==> config.mk <==
export PLATFORM = sky130hd
export DESIGN_NAME = gate_test_seq_flat
export DESIGN_NICKNAME = d
export VERILOG_FILES = /design/src/rtl/gate_test_seq_if.sv /design/src/rtl/gate_test_seq.sv /design/src/flat_wrapper.sv
export SDC_FILE = /design/constraint.sdc
export NUM_CORES = 1
export LEC_CHECK = 0
export CAP_MARGIN = 20
export CORE_MARGIN = 1
export CORE_UTILIZATION = 45
export DETAILED_ROUTE_END_ITERATION = 16
export DONT_BUFFER_PORTS = 1
export GPL_ROUTABILITY_DRIVEN = 0
export SLEW_MARGIN = 20
export SYNTH_ARGS = -nofsm -noshare
export SYNTH_HDL_FRONTEND = slang
export SYNTH_SLANG_ARGS = --single-unit
==> constraint.sdc <==
create_clock -name clock -period 2.1 [get_ports clock]
set_input_delay 0.21 -clock clock [delete_from_list [all_inputs] [get_ports clock]]
set_output_delay 0.21 -clock clock [all_outputs]
set_load 0.005 [all_outputs]
==> src/rtl/gate_test_seq_if.sv <==
// Signal bundle between the gate test sequencer and its environment (stimulus side
// plus the device under control).
interface gate_test_seq_if;
    logic       start;
    logic       abort;
    logic [7:0] exp;
    logic       d_out;
    logic       a;
    logic       b;
    logic       c;
    logic       busy;
    logic       done;
    logic [7:0] result;
    logic [7:0] mismatch;

    // Environment side: requests sweeps and reflects the gate output back.
    modport master (
        output start, abort, exp, d_out,
        input  a, b, c, busy, done, result, mismatch
    );

    // Sequencer side.
    modport slave (
        input  start, abort, exp, d_out,
        output a, b, c, busy, done, result, mismatch
    );
endinterface

==> src/rtl/gate_test_seq.sv <==
// Exhaustive 3-input gate tester: walks all 8 input vectors, holds each for a settle
// time, captures the gate output and compares the captured pattern against exp.
module gate_test_seq #(
    parameter int unsigned SETTLE_CYCLES = 4
) (
    input logic              clock,
    input logic              reset_n,
    gate_test_seq_if.slave   bus
);

    typedef enum logic [2:0] {StIdle, StApply, StSettle, StSample, StDone} state_e;

    localparam logic [3:0] SettleLoad = 4'(SETTLE_CYCLES - 1);

    state_e     state_q, state_d;
    logic [2:0] idx_q;
    logic [3:0] cnt_q;
    logic [2:0] abc_q;
    logic [7:0] result_q;
    logic [7:0] mismatch_q;
    logic       accept;

    assign accept = bus.start && !bus.abort;

    always_ff @(posedge clock) begin
        if (!reset_n) begin
            state_q <= StIdle;
        end else begin
            state_q <= state_d;
        end
    end

    always_comb begin
        state_d = state_q;
        unique case (state_q)
            StIdle:   if (accept) state_d = StApply;
            StApply:  state_d = bus.abort ? StIdle : StSettle;
            StSettle: begin
                if (bus.abort) begin
                    state_d = StIdle;
                end else if (cnt_q == 4'd0) begin
                    state_d = StSample;
                end
            end
            StSample: begin
                if (bus.abort) begin
                    state_d = StIdle;
                end else if (idx_q == 3'd7) begin
                    state_d = StDone;
                end else begin
                    state_d = StApply;
                end
            end
            StDone:   state_d = StIdle;
            default:  state_d = StIdle;
        endcase
    end

    // Vector drives only change on the edge that enters StApply; an abort leaves them held.
    always_ff @(posedge clock) begin
        if (!reset_n) begin
            idx_q      <= 3'd0;
            cnt_q      <= 4'd0;
            abc_q      <= 3'd0;
            result_q   <= 8'd0;
            mismatch_q <= 8'd0;
        end else begin
            case (state_q)
                StIdle: begin
                    if (accept) begin
                        idx_q      <= 3'd0;
                        abc_q      <= 3'd0;
                        result_q   <= 8'd0;
                        mismatch_q <= 8'd0;
                    end
                end
                StApply: begin
                    if (!bus.abort) cnt_q <= SettleLoad;
                end
                StSettle: begin
                    if (!bus.abort && cnt_q != 4'd0) cnt_q <= cnt_q - 4'd1;
                end
                StSample: begin
                    if (!bus.abort) begin
                        result_q[idx_q] <= bus.d_out;
                        if (idx_q != 3'd7) begin
                            idx_q <= idx_q + 3'd1;
                            abc_q <= idx_q + 3'd1;
                        end
                    end
                end
                StDone: begin
                    mismatch_q <= result_q ^ bus.exp;
                end
                default: ;
            endcase
        end
    end

    always_comb begin
        bus.busy     = (state_q != StIdle);
        bus.done     = (state_q == StDone);
        bus.a        = abc_q[2];
        bus.b        = abc_q[1];
        bus.c        = abc_q[0];
        bus.result   = result_q;
        bus.mismatch = mismatch_q;
    end

endmodule

==> src/flat_wrapper.sv <==
// flat-port wrapper written by rule: the top's interface ports become plain ports
module gate_test_seq_flat 
#(
    parameter int unsigned SETTLE_CYCLES = 4
)
  (clock, reset_n, bus_start, bus_abort, bus_exp, bus_d_out, bus_a, bus_b, bus_c, bus_busy, bus_done, bus_result, bus_mismatch);
  gate_test_seq_if bus_i ();
  input logic clock;
  input logic reset_n;
  input wire logic [$bits(bus_i.start)-1:0] bus_start;
  input wire logic [$bits(bus_i.abort)-1:0] bus_abort;
  input wire logic [$bits(bus_i.exp)-1:0] bus_exp;
  input wire logic [$bits(bus_i.d_out)-1:0] bus_d_out;
  output wire logic [$bits(bus_i.a)-1:0] bus_a;
  output wire logic [$bits(bus_i.b)-1:0] bus_b;
  output wire logic [$bits(bus_i.c)-1:0] bus_c;
  output wire logic [$bits(bus_i.busy)-1:0] bus_busy;
  output wire logic [$bits(bus_i.done)-1:0] bus_done;
  output wire logic [$bits(bus_i.result)-1:0] bus_result;
  output wire logic [$bits(bus_i.mismatch)-1:0] bus_mismatch;
  assign bus_i.start = bus_start;
  assign bus_i.abort = bus_abort;
  assign bus_i.exp = bus_exp;
  assign bus_i.d_out = bus_d_out;
  assign bus_a = bus_i.a;
  assign bus_b = bus_i.b;
  assign bus_c = bus_i.c;
  assign bus_busy = bus_i.busy;
  assign bus_done = bus_i.done;
  assign bus_result = bus_i.result;
  assign bus_mismatch = bus_i.mismatch;
  gate_test_seq #(.SETTLE_CYCLES(SETTLE_CYCLES)) u_core (.clock(clock), .reset_n(reset_n), .bus(bus_i));
endmodule
After elaboration in Yosys (flattened, before gate mapping)

Cells that the tools add are included.

Input bits: 13
Output and inout port bits: 21
Flip-flop bits (word level): 26
Logic and storage cells: 59

Reductions and logical operators: 16
$add $sub $neg: 2
Order comparisons: 2
Mux-type cells: 21
Bitwise operators: 1
Equal/unequal tests: 12

Operators with widths:

| kind                | number |
|---|---|
| $pmux 8 s2          | 2 |
| $mux 3              | 8 |
| $mux 8              | 2 |
| $pmux 3 s4          | 1 |
| $bwmux 8            | 1 |
| $mux 4              | 2 |
| $pmux 4 s2          | 1 |
| $xor 8x8->8         | 1 |
| $eq 3x2->1 const B  | 2 |
| $eq 3x3->1 const B  | 2 |
| $ne 2x1->1 const B  | 3 |
| $pmux 3 s2          | 1 |
| $reduce_and 3->1    | 2 |
| $reduce_bool 2->1   | 3 |
| $logic_not 4->1     | 1 |
| $lt 3x4->1 const B  | 1 |
| $ne 2x2->1 const B  | 2 |
| $reduce_and 2->1    | 2 |
| $reduce_and 4->1    | 1 |
| $reduce_bool 4->1   | 1 |
| $sub 4x1->4 const B | 1 |
| $add 3x1->3 const B | 1 |
| $demux 1 s3         | 1 |
| $eq 3x1->1 const B  | 1 |
| other kinds (9)     | 11 |

Longest topological paths before layout

Depth in word-level cells: 7
Depth in mapped cells: 6
Mapped depth without buffers: 6

Worst setup path before layout

Ideal clock, no wire load.

Kind: reg-to-reg
Start point: register u_core.cnt_q[0]
End point: register u_core.cnt_q[1]
Setup time: 0.060 ns
Arrival: 1.496 ns
Setup slack: 0.544 ns
Cell stages (with the launch flop): 7
Cell sequence: dfxtp_1 > inv_1 > ha_1 > nor3b_1 > nor4b_1 > a311o_1 > and3_1

Word-level cells in the longest chain between the ends: 4

RTL lines:

| what                                                | RTL line            | RTL |
|---|---|---|
| from (decl)                                         | gate_test_seq.sv:17 | `logic [3:0] cnt_q;` |
| from (signal assigned)                              | gate_test_seq.sv:78 | `if (!bus.abort) cnt_q <= SettleLoad;` |
| from (signal assigned)                              | gate_test_seq.sv:81 | `if (!bus.abort && cnt_q != 4'd0) cnt_q <= cnt_q - 4'd1;` |
| branches (longest 4 deep; another with $sub 4x1->4) | --                  |  |

Parallel ways; which one is timed is not known. The select of a mux whose other input is x is not followed.
A chain may end at the register's enable or synchronous reset.

Worst setup path after layout

Ends and elaborated chain as after synthesis.

==> results.ini <==
[sta]
layout_worst_path_cycle_share_pct=84.2
finClkSkew_ns=0.00402
tns_ns=0
rsz0062_at_grt=no
clock.fmax_mhz=565
maxSlewViolCount=0
finalHoldViolCount=0
setup_viol=0
post-route-min-period_ns=1.77
tightest_slew_ns=0.627
relSlewSlack_pct=57.6

[power_and_ir_drop]
peakVddDrop_uv=398
p_leak_nw=0.490
power.density_nw_per_um2=651

[flow_run]
maxCapViolCount=0

[drt]
wl_per_cell_um=15.2
dr.pass1.iters=4
drt_iter0_drc=29
via_count=1058
drc=0
antenna_left=0
wl_um=2730
vias_per_cell=5.88

[synth]
ys_warn_count=0
syn_area_sq_um=1300
synth_top_area_cell=dfxtp_1
ys_seq_area_share_pct=40.1
syn-num-nets=166
postSynthCellCount=150
ys_seq_elements=26
synth_top_area_share_pct=40.1
ys_types=38
avgSynthCellArea_sq_um=8.66
ys_top_cells_by_area=dfxtp_1 40%, o21ai_0 5.8%, xor2_1 5.4%, nor2b_1 4.8%, a22oi_1 4.6%

[clock_network]
clkLatencyLatePin_ns=0.32
clkTransAtPathRegs_ns=0.15
post-cts-setup-buffers=0
cts_tree=built
h-tree-depth=1
cts_hold_buffers=2
ctsResizeCount=0
cts_max_path_buffers=2
cts_inserted_buffers=3
clkSinkCount=26
clock_tree.root_cell=clkbuf_4

[grt]
grt_usage_pct=18.5
grt_pass1_vias=1059
grt_remaining_overflow=0
antenna_found_initial=0
grt_pass1_wl_um=4550
grt_max_degree=23

[floorplan]
die-height_um=55.7
core_sq_um=2730
initial_utilization_pct=47.5
io_pins=34
num_rows=19
die_w_um=55.7
dieArea_sq_um=3100

[cells_and_area]
nets=166
n_antenna_cell=0
syn_to_final_growth_pct=6.26
drive_above_1_share_pct=4.03
finalNonFillerCells=180
fill_cells=269

[setup_path]
cp.required_ns=2.37
criticalPathCategory=register to register
endpoint_kind=register
crit_path_max_fanout=4
crit_arrival_ns=2.04
critPathLaunchType=register

[outcome]
status=finished, final reports clean

[min_path]
hold_class=input pin to register

[placement]
dp_cells=173
dp_hpwl_um=1950
port_buffers=0

## worst max-delay path, cell delays in order, from the launching register on
cell and delay (ns):
dfxtp_1 0.37, inv_1 0.08, ha_1 0.22, nor3b_1 0.17
nor4b_1 0.55, a311o_1 0.19, and3_1 0.15
## cell type report
class	count	area [sq um]	area share (%)
clock inverter	1	30.0	2.18
timing repair buffer	3	30.0	2.18
clock buffer	3	22.5	1.63
inverter	6	22.5	1.63
multi-input combinational	110	716	51.9
tap	31	38.8	2.81
sequential	26	520	37.7
## kinds of logic after synthesis
group	count (synthesis)	share of synthesized area [%]
compound gates	48	23.4
fa+ha+maj	3	2.89
buf+inv	14	4.82
xor+xnor	10	6.74
simple gates	47	20.5
mux	2	1.54
flops	26	40.1
## Yosys cell counts, drive strengths merged
cell type,instances
xnor2,2
o22ai,1
dfxtp,26
a22oi,8
and3,1
nand4b,1
inv,6
or3b,1
xor2,8
nor3b,3
a22o,1
nand2,14
o21ai,18
nor4,1
nor4bb,1
nor4b,1
nor2,7
o21a,1
nor2b,10
clkbuf,5
o211a,1
and2,2
o211ai,1
a21boi,2
nor3,1
a21oi,4
or2,1
or4,3
mux2i,2
buf,3
o31ai,3
a31oi,6
o2111ai,1
a311o,1
ha,3
## stage by stage
stage	area [sq um]	setup slack (ns)	total power [W]	hold WS, ns	utilization, %
2_1_floorplan	1300	0.544	0.000557	0.286	-
3_3_place_gp	1300	0.454	0.000559	0.298	47.5
3_5_place_dp	1300	0.382	0.000560	0.289	47.5
4_1_cts	1370	0.342	0.000905	0.00541	50.1
5_1_grt	1380	0.151	0.000940	0.00217	50.5
6_report	1380	0.331	0.000899	0.0151	50.5
## cell usage in the layout, fill, tap and decap left out, types with 2 or more instances in the layout
| master | count |
|---|---|
| dfxtp_1 | 26 |
| o21ai_0 | 15 |
| nand2_1 | 14 |
| nor2b_1 | 10 |
| xor2_1 | 8 |
| a22oi_1 | 8 |
| nor2_1 | 7 |
| inv_1 | 6 |
| a31oi_1 | 6 |
| a21oi_1 | 4 |
| o21ai_1 | 3 |
| nor3b_1 | 3 |
| o31ai_1 | 3 |
| ha_1 | 3 |
| clkbuf_4 | 3 |
| dlygate4sd3_1 | 3 |
| and2_1 | 2 |
| xnor2_1 | 2 |
| a21boi_0 | 2 |
| or4_4 | 2 |
| mux2i_1 | 2 |
## metal layers
| layer | part of all wire (%) | track usage (%) | vias up |
|---|---|---|---|
| li1 | - | - | 539 |
| met1 | 46 | 20.4 | 494 |
| met2 | 49 | 34.3 | 23 |
| met3 | 4.3 | 4.19 | 2 |
| met4 | 0.62 | 6.43 | 0 |
| met5 | 0 | 0 | - |
## final timing paths
path         cells past startpoint  slack, ns                                   to                              start
max                              6       0.33         u_core.cnt_q[1]$_SDFFE_PN0P_       u_core.cnt_q[0]$_SDFFE_PN0P_
min                              1       0.02  u_core.bus.mismatch[2]$_SDFFE_PN0P_                            reset_n
max reg2reg                      6       0.33         u_core.cnt_q[1]$_SDFFE_PN0P_       u_core.cnt_q[0]$_SDFFE_PN0P_
min reg2reg                      2       0.53    u_core.bus.result[3]$_SDFFE_PN0P_  u_core.bus.result[3]$_SDFFE_PN0P_
## flip-flops by register name, summed over array words and instances, names as in the netlist
signal,count
u_core.bus.mismatch,8
u_core.bus.result,8
u_core.cnt_q,4
u_core.idx_q,3
u_core.state_q,3
## report_power, final
group	leakage, nW	switching, W	internal, W	total [W]
registers	0.210	0.00000525	0.000496	0.000502
clock network	0.0279	0.000150	0.000193	0.000343
logic	0.253	0.0000283	0.0000258	0.0000541
total	0.490	0.000184	0.000715	0.000899
Power figures use the tool's default switching activity.
